File: src/rtl/ir_fetch_ctrl.sv
// Instruction-fetch sequencer for the 18-bit IR: fetches a word at pc, strobes it
// into the IR, holds it for execute, then advances or branches the pc.
module ir_fetch_ctrl #(
    parameter int            AW       = 10,
    parameter int            IW       = 18,
    parameter logic [AW-1:0] RESET_PC = '0,
    parameter int            TIMEOUT  = 15
) (
    input  logic          clk,
    input  logic          rst,
    input  logic          run,
    input  logic          halt,
    output logic          mem_req,
    output logic [AW-1:0] mem_addr,
    input  logic          mem_ack,
    input  logic [IW-1:0] mem_rdata,
    output logic          wr_IR,
    output logic          re_IR,
    output logic [IW-1:0] IRin,
    output logic          ir_valid,
    input  logic          exec_done,
    input  logic          branch_taken,
    input  logic [AW-1:0] branch_target,
    output logic [AW-1:0] pc,
    output logic          busy,
    output logic          fault
);

    // The wait counter only ever holds 0..TIMEOUT-1; the last value triggers the fault.
    localparam int            CW     = (TIMEOUT > 1) ? $clog2(TIMEOUT) : 1;
    localparam logic [CW-1:0] W_LAST = CW'(TIMEOUT - 1);

    typedef enum logic [2:0] {
        S_IDLE,
        S_REQ,
        S_LOAD,
        S_LATCH,
        S_EXEC,
        S_FAULT
    } state_t;

    state_t        r_state;
    logic [AW-1:0] r_pc;
    logic [IW-1:0] r_data;
    logic [CW-1:0] r_wait;

    always_ff @(posedge clk or negedge rst) begin
        if (!rst) begin
            r_state <= S_IDLE;
            r_pc    <= RESET_PC;
            r_data  <= '0;
            r_wait  <= '0;
        end else begin
            case (r_state)
                S_IDLE: begin
                    if (run && !halt) begin
                        r_state <= S_REQ;
                        r_wait  <= '0;
                    end
                end
                S_REQ: begin
                    if (mem_ack) begin
                        r_data  <= mem_rdata;
                        r_state <= S_LOAD;
                    end else if (r_wait == W_LAST) begin
                        r_state <= S_FAULT;
                    end else begin
                        r_wait <= r_wait + CW'(1);
                    end
                end
                S_LOAD:  r_state <= S_LATCH;
                S_LATCH: r_state <= S_EXEC;
                S_EXEC: begin
                    if (exec_done) begin
                        r_pc <= branch_taken ? branch_target : r_pc + AW'(1);
                        if (halt || !run) begin
                            r_state <= S_IDLE;
                        end else begin
                            r_state <= S_REQ;
                            r_wait  <= '0;
                        end
                    end
                end
                S_FAULT: r_state <= S_FAULT;
                default: r_state <= S_IDLE;
            endcase
        end
    end

    // Every strobe is a pure state decode, so no input reaches an output combinationally.
    assign mem_req  = (r_state == S_REQ);
    assign wr_IR    = (r_state == S_LOAD);
    assign re_IR    = (r_state == S_LATCH);
    assign ir_valid = (r_state == S_EXEC);
    assign fault    = (r_state == S_FAULT);
    assign busy     = (r_state != S_IDLE) && (r_state != S_FAULT);
    assign mem_addr = r_pc;
    assign pc       = r_pc;
    assign IRin     = r_data;

endmodule

File: config.mk
export PLATFORM = sky130hd
export DESIGN_NAME = ir_fetch_ctrl
export DESIGN_NICKNAME = d
export VERILOG_FILES = /design/src/rtl/ir_fetch_ctrl.sv
export SDC_FILE = /design/constraint.sdc
export NUM_CORES = 1
export LEC_CHECK = 0
export ABC_CLOCK_PERIOD_IN_PS = 1500
export CELL_PAD_IN_SITES_DETAIL_PLACEMENT = 1
export CELL_PAD_IN_SITES_GLOBAL_PLACEMENT = 2
export CORE_UTILIZATION = 23
export DETAILED_ROUTE_END_ITERATION = 8
export GPL_TIMING_DRIVEN = 0
export PLACE_DENSITY = 0.77
export SLEW_MARGIN = 20
export SYNTH_ARGS = -nofsm -noshare
export SYNTH_HDL_FRONTEND = slang
export SYNTH_SLANG_ARGS = --single-unit
File: constraint.sdc
create_clock -name clk -period 1.5 [get_ports clk]
set_input_delay 0.45 -clock clk [delete_from_list [all_inputs] [get_ports clk]]
set_output_delay 0.45 -clock clk [all_outputs]
set_load 0.05 [all_outputs]
Yosys cells after proc, flatten, opt, wreduce, memory -nomap -nowiden. Index checks and enable logic that the tools add are counted. Widths: inputs -> output; s select.

Muxes and demuxes: 13. $add $sub $neg: 2. Reductions and logical operators: 12. Eq/ne operators: 13.

Operator list (count): $mux 4 (5); $pmux 3 s6 (1); $mux 3 (4); $pmux 4 s3 (1); $add 10x1->10 const B (1); $mux 10 (1); $ne 2x2->1 const B (4); $eq 3x2->1 const B (2); $eq 3x3->1 const B (2); $reduce_and 6->1 (1); $reduce_bool 3->1 (2); $add 4x1->4 const B (1); $eq 4x4->1 const B (1); $reduce_and 2->1 (2); $eq 3x1->1 const B (1); $logic_not 3->1 (1); $ne 3x1->1 const B (1); $ne 3x3->1 const B (1); $reduce_and 3->1 (1); $logic_and 1x1->1 (2); $logic_not 1->1 (2); $ne 2x1->1 const B (1); $logic_or 1x1->1 (1); $mux 1 (1).

Bits in registers: 35. Output and inout bits: 44. Input bits: 35.

Longest topological paths before layout. Gate-level depths: netlist of the first run.

Depth after elaboration: 5. Gate-level depth with buffers: 6. Mapped depth without buffers: 6.

Least setup slack after synthesis of the first run. Ideal clock, no wire load.

Path kind: reg2out. Start point: register r_state[2]. End point: output wr_IR. Path slack: -0.629 ns. Stages on the path, launching flop included: 3. Arrival time: 1.679 ns. Required time: 1.050 ns. Path through: dfrtp_1 -> buf_2 -> nor3_1.

Word-level cells in the longest chain between the ends: 1.

RTL lines: start: declaration (RTL line 42) `state_t r_state;`; start signal: assignment (RTL line 49) `r_state <= S_IDLE;`; start signal: assignment (RTL line 57) `r_state <= S_REQ;`; start signal: assignment (RTL line 64) `r_state <= S_LOAD;`; $eq 3x2->1 (RTL line 92) `assign wr_IR = (r_state == S_LOAD);`; end: declaration (RTL line 17) `output logic wr_IR,`.

Every way passes these cells.

Final worst setup path of the first run.
Start point: register r_state[1]. End point: output wr_IR.

Same word-level chain as after synthesis.

==> metrics.md, run 1 <==
| Metric | Value |
|---|---|
| Status | `complete, but fails checks` |
| Failing checks | `setup timing` |
| Post-synthesis compound-gate area fraction | `0.137` |
| R2R Path End | `IRin[9]$_DFFE_PN0P_` |
| Vias | `1777` |
| WP buf/inv | `3` |
| Num Clock Sinks | `35` |
| Synthesis-to-layout area growth | `77.4%` |
| 1st-pass router iterations | `4` |
| Distinct cells, synth | `43` |
| Initial core utilization | `0.240` |
| FF-to-FF setup slack | `-0.23 ns` |
| Power density over the cells | `2510 nW/um^2` |
| Met2 Usage GRT | `0.242` |
| Utilization after layout | `0.426` |
| Synth Area in Adders | `0.0199` |
| Reg area | `886 sq um` |
| Row count | `32` |
| Overflow after GRT | `0` |
| DP HPWL | `3840 um` |
| Met1 usage | `0.182` |
| Post-synthesis xor/xnor area fraction | `0.00464` |
| Total power | `8.39 mW` |
| Share of layout cells above drive strength 1 | `0.505` |
| Total inserted antenna cells | `0` |
| Max-cap violations | `0` |
| Max Transition Viols Final | `0` |
| Crit-path slowest cell | `dfrtp_1` |
| Io pins | `79` |
| Layout Skew | `0.00617 ns` |
| Bufs on Longest Clock Path | `2` |
| DR iter-0 viols | `53` |
| Setup TNS | `-5.35 ns` |
| Filler Cells Inserted | `892` |
| Worst VDD drop | `0.977 mV` |
| Final Cell Area | `3350 sq um` |
| WL final | `5910 um` |
| Die H | `92.6 um` |
| Via/cell ratio | `4.57` |
| Slowest stage delay, CP | `0.36 ns` |
| Synth warn | `0` |
| Clock Pin Slew Worst Setup and Hold Paths | `0.07 ns` |
| Hold Path Class | `input port to asynchronous set/reset pin` |
| Global Route Usage Sum | `0.145` |
| Endpoints failing hold | `0` |
| Post-DRT Antenna Nets | `0` |
| H-tree Lvls | `2` |
| Lkg Pwr | `1.49 nW` |
| R2R Path Start | `r_state[1]$_DFFE_PN0P_` |
| CTS root buf | `clkbuf_8` |
| Startpoint types | `flip-flop` |
| Mux share of post-synthesis cell area | `0.131` |
| CP top delay family | `buffers and inverters` |
| Post-synth net total | `210` |
| Post-Syn Area | `1890 sq um` |
| Worst skew pair latency | `0.29 ns` |
| Multi-input gate area | `1000 sq um` |
| Largest net degree at the start of global routing | `20` |
| # setup viols final | `24` |
| Critical path, cell by cell | `buf_6 > clkinvlp_4 > nor3_4 > buf_6` |
| RSZ-0062 raised after global routing | `yes` |
| CTS Buf Count | `5` |
| Max Clk Rate | `556 MHz` |
| Critical Path End Type | `output port` |
| GRT busiest layer | `met2` |
| Core Area | `7850 sq um` |
| CP dominant cell by count | `buf_6` |
| CTS Hold Bufs | `0` |
| Post-DP Area | `2860 sq um` |
| Worst-margin pin slew | `0.487 ns` |
| PortBufs | `77` |
| Initial antenna violation count | `0` |
| Fin nets | `325` |
| Gp weighted congestion | `0.689` |
| Relative slew slack | `0.676` |
| Critical Path AT | `1.35 ns` |
| Mean Syn Cell Area | `11.0 sq um` |
| Synth area leader | `dfrtp_1` |
| Final Cycle Share | `1.20` |
| Post-synthesis simple-gate area fraction | `0.154` |
| Met3 Usage GRT | `0.0509` |
| Hold_ws | `0.100 ns` |
| Vias in the first global route | `1940` |
| Yosys reg bits | `35` |
| Die Wd | `92.6 um` |
| Fin crit period | `1.80 ns` |
| Post-synthesis sequential area ratio | `0.464` |
| Final worst setup slack | `-0.299 ns` |
| Synthesized netlist cell count | `172` |
| Synth area leaders | `dfrtp_1 46%, mux2_4 7.2%, mux2_2 5.4%` |
| TritonCTS clock tree | `built` |
| CP Data Required Time | `1.05 ns` |
| Post-route DRC violation count | `0` |
| Top cell type's share of synthesized area | `0.464` |
| CP max FO | `5` |
| Die area | `8570 sq um` |
| R2R depth | `7` |
| First-pass GRT wire length | `9710 um` |
| Largest family of logic cells by synthesized area | `simple AND/OR/NAND/NOR gates` |
| Drt wl/cell | `15.2 um` |
| Critical path class | `flip-flop to output port` |
cells in the mapped netlist:
| cell type | number |
|---|---|
| dfrtp_1 | 35 |
| nor2_1 | 13 |
| buf_4 | 12 |
| nand2_1 | 10 |
| mux2_2 | 9 |
| mux2_4 | 9 |
| o21ai_0 | 9 |
| a21oi_1 | 8 |
| a31oi_1 | 8 |
| nor3_1 | 7 |
| inv_1 | 4 |
| a211oi_1 | 3 |
| and3_1 | 3 |
| ha_1 | 3 |
| nand3_1 | 3 |
| buf_2 | 2 |
| buf_6 | 2 |
| clkbuf_1 | 2 |
| nand2b_1 | 2 |
| nand3b_1 | 2 |
| nor3b_2 | 2 |
| o2bb2ai_1 | 2 |
| o41ai_1 | 2 |
| a21o_1 | 1 |
| a221oi_2 | 1 |
| a22oi_1 | 1 |
| a311oi_1 | 1 |
| and4_1 | 1 |
| and4bb_2 | 1 |
| buf_12 | 1 |
| inv_2 | 1 |
| mux2i_1 | 1 |
| nand2b_4 | 1 |
| nand4_1 | 1 |
| nor2b_1 | 1 |
| nor3b_1 | 1 |
| nor4_1 | 1 |
| nor4b_2 | 1 |
| o211a_1 | 1 |
| o22a_1 | 1 |
| o311ai_0 | 1 |
| or2_2 | 1 |
| xnor2_1 | 1 |
stage by stage:
step	std cells	worst slack (ns)
after global placement	351	-1.15
after CTS	383	-0.294
after global routing	389	-0.365
after floorplan	172	-0.0747
after detailed placement	352	-0.684
final	389	-0.299
logic make-up after synthesis:
logic type | count (synthesis)
AO/OA/AOI/OAI | 39
XOR/XNOR | 1
adder cells (fa/ha/maj) | 3
buffers and inverters | 24
flip-flops | 35
multiplexers | 19
AND/OR/NAND/NOR | 51
placed cells by master, fill, tap and decap left out, types with 7 or more instances in the layout:
cell / instances
buf_8: 12
nor2_1: 13
buf_6: 22
dfrtp_2: 8
o21ai_0: 7
buf_2: 21
clkdlybuf4s50_1: 30
mux2_4: 17
nand2_1: 8
dfrtp_1: 27
a21oi_1: 8
buf_4: 26
power by group:
group,switching (mW),leakage (nW),internal (mW)
sequential,0.334,0.415,1.40
clock,0.334,0.0383,0.320
combinational,3.43,1.03,2.57
state kept, by name, summed over array words and instances (netlist names):
| signal | cells |
|---|---|
| IRin | 18 |
| mem_addr | 10 |
| r_state | 3 |
| r_wait | 4 |
timing repair:
| action | in CTS | in global routing |
|---|---|---|
| endpoints found under the setup margin | 75 | 56 |
| resized for setup | 243 | 55 |
| setup buffers | 28 | 10 |
| gates cloned | 2 | 0 |
| pin swaps | 5 | 12 |
per-layer routing:
layer  vias up  wire [um]
met4         0         42
li1        846          -
met1       866       2590
met5         -          0
met2        60       2850
met3         5        418
how the worst max path moves through the flow:
stage | start | to | slack, ns | cells after the start
floorplan | r_state[0]$_DFFE_PN0P_ | mem_addr[4]$_DFFE_PN0P_ | -0.07 | 5
global placement | rst | mem_addr[2]$_DFFE_PN0P_ | -1.15 | 1
detailed placement | r_state[1]$_DFFE_PN0P_ | fault | -0.68 | 4
CTS | r_state[1]$_DFFE_PN0P_ | wr_IR | -0.29 | 4
global route | r_state[1]$_DFFE_PN0P_ | wr_IR | -0.37 | 4
finish | r_state[1]$_DFFE_PN0P_ | wr_IR | -0.30 | 4
final cells by class:
class	count	area share
Sequential cell	35	0.265
Timing Repair Buffer	115	0.334
Tap cell	102	0.0381
Buffer	12	0.0340
Multi-Input combinational cell	113	0.299
Inverter	5	0.00673
Clock buffer	7	0.0228
No activity file was read; power rests on OpenSTA's default activity.
==> inputs of run 2 (changes only) <==
--- a/config.mk
+++ b/config.mk
@@ -12,6 +12,7 @@
 export DETAILED_ROUTE_END_ITERATION = 8
 export GPL_TIMING_DRIVEN = 0
 export PLACE_DENSITY = 0.77
+export SKIP_CTS_REPAIR_TIMING = 1
 export SLEW_MARGIN = 20
 export SYNTH_ARGS = -nofsm -noshare
 export SYNTH_HDL_FRONTEND = slang
==> metrics.md, run 2 (same netlist as run 1, synthesis figures left out) <==
| Metric | Value |
|---|---|
| FF-to-FF setup slack | `-0.25 ns` |
| Relative slew slack | `0.635` |
| Status | `complete, but fails checks` |
| Worst VDD drop | `0.910 mV` |
| Most common cell after layout, fill and taps aside | `buf_4` |
| Vias in the first global route | `1707` |
| CTS root buf | `clkbuf_8` |
| Final Cycle Share | `1.23` |
| WL final | `5770 um` |
| Final Cell Area | `3140 sq um` |
| Lkg Pwr | `1.41 nW` |
| Max Clk Rate | `543 MHz` |
| CP max FO | `5` |
| Pre-CTS WS | `-0.684 ns` |
| Drt wl/cell | `15.0 um` |
| Fin nets | `321` |
| PortBufs | `77` |
| Critical Path AT | `1.39 ns` |
| Critical path class | `flip-flop to output port` |
| Hold Path Class | `input port to asynchronous set/reset pin` |
| Max Transition Viols Final | `0` |
| Die H | `92.6 um` |
| Endpoints failing hold | `0` |
| TritonCTS clock tree | `built` |
| Initial antenna violation count | `0` |
| R2R Path End | `r_wait[0]$_DFFE_PN0P_` |
| Post-DP Area | `2860 sq um` |
| Failing checks | `setup timing` |
| Startpoint types | `flip-flop` |
| Via/cell ratio | `4.54` |
| CTS Buf Count | `5` |
| Max-cap violations | `0` |
| Final worst setup slack | `-0.340 ns` |
| Synthesis-to-layout area growth | `66.6%` |
| R2R depth | `6` |
| Most frequent cells in the layout | `32 x buf_4, 30 x clkdlybuf4s50_1, 26 x dfrtp_1, 26 x clkbuf_2, 18 x buf_6` |
| Largest net degree at the start of global routing | `20` |
| Power density over the cells | `2510 nW/um^2` |
| Core Area | `7850 sq um` |
| RSZ-0062 raised after global routing | `yes` |
| Worst-margin pin slew | `0.540 ns` |
| Fin crit period | `1.84 ns` |
| Die Wd | `92.6 um` |
| R2R Path Start | `r_state[0]$_DFFE_PN0P_` |
| Vias | `1749` |
| Gp weighted congestion | `0.689` |
| Post-DRT Antenna Nets | `0` |
| # setup viols final | `28` |
| H-tree Lvls | `2` |
| Initial core utilization | `0.240` |
| CP Data Required Time | `1.05 ns` |
| Overflow after GRT | `0` |
| Max reg flops | `18` |
| Bufs on Longest Clock Path | `2` |
| Clock Pin Slew Worst Setup and Hold Paths | `0.07 ns` |
| Share of layout cells above drive strength 1 | `0.495` |
| Post-route DRC violation count | `0` |
| DR iter-0 viols | `35` |
| Num Clock Sinks | `35` |
| Critical Path End Type | `output port` |
| 1st-pass router iterations | `5` |
| Die area | `8570 sq um` |
| DP HPWL | `3840 um` |
| Global Route Usage Sum | `0.128` |
| First-pass GRT wire length | `8580 um` |
| Worst skew pair latency | `0.29 ns` |
| Io pins | `79` |
| Row count | `32` |
| Layout Skew | `0.00649 ns` |
| Total inserted antenna cells | `0` |
-- run 2: cell count changes in the layout (fill, tap and decap cells not counted), moves of 5 or more --
cell / previous run / this run
mux2_4: 17 / 11
mux2_2: 1 / 7
buf_8: 12 / 3
clkbuf_2: 0 / 26
buf_4: 26 / 32
clkdlybuf4s15_2: 5 / 0
buf_2: 21 / 4
-- run 2: area by class of cell --
type / count / area (sq um)
Timing Repair Buffer: 104 / 903
Tap cell: 102 / 128
Multi-Input combinational cell: 113 / 952
Clock buffer: 7 / 76.3
Sequential cell: 35 / 887
Fill cell: 905 / 4700
Inverter: 5 / 22.5
Buffer: 19 / 175
-- run 2: worst max-delay path, cell delays in order (launching register included) --
cell and delay, ns:
dfrtp_2 0.45, buf_4 0.17, nor3b_4 0.27, buf_6 0.21
-- run 2: per-stage QoR --
stage / utilization / total power, mW / hold WS, ns / setup TNS [ns] / cells
final: 0.401 / 7.89 / 0.101 / -4.66 / 385
after detailed placement: 0.364 / 6.74 / 0.434 / -25.35 / 352
after CTS: 0.374 / 7.43 / 0.122 / -29.54 / 359
after floorplan: - / 5.22 / 0.154 / -0.306 / 172
after global routing: 0.401 / 8.30 / 0.125 / -6.80 / 385
after global placement: 0.361 / 6.68 / 0.482 / -60.05 / 351
-- run 2: power breakdown --
part	total [mW]	internal (mW)	switching, mW
clock network	0.658	0.320	0.338
registers	1.76	1.40	0.358
logic	5.47	2.18	3.29
total	7.89	3.90	3.99
-- run 2: worst max-delay path by stage --
stage	start	to	slack, ns	depth (start not counted)
2_1_floorplan	r_state[0]$_DFFE_PN0P_	mem_addr[4]$_DFFE_PN0P_	-0.07	5
3_3_place_gp	rst	mem_addr[2]$_DFFE_PN0P_	-1.15	1
3_5_place_dp	r_state[1]$_DFFE_PN0P_	fault	-0.68	4
4_1_cts	r_state[0]$_DFFE_PN0P_	mem_req	-1.01	3
5_1_grt	r_state[2]$_DFFE_PN0P_	mem_req	-0.39	3
6_report	r_state[2]$_DFFE_PN0P_	mem_req	-0.34	3
-- run 2: per-layer routing --
| layer | global-route usage | part of all wire |
|---|---|---|
| met5 | 0 | 0 |
| met4 | 0.0234 | 0.0057 |
| met3 | 0.0509 | 0.075 |
| met2 | 0.204 | 0.48 |
| met1 | 0.164 | 0.44 |
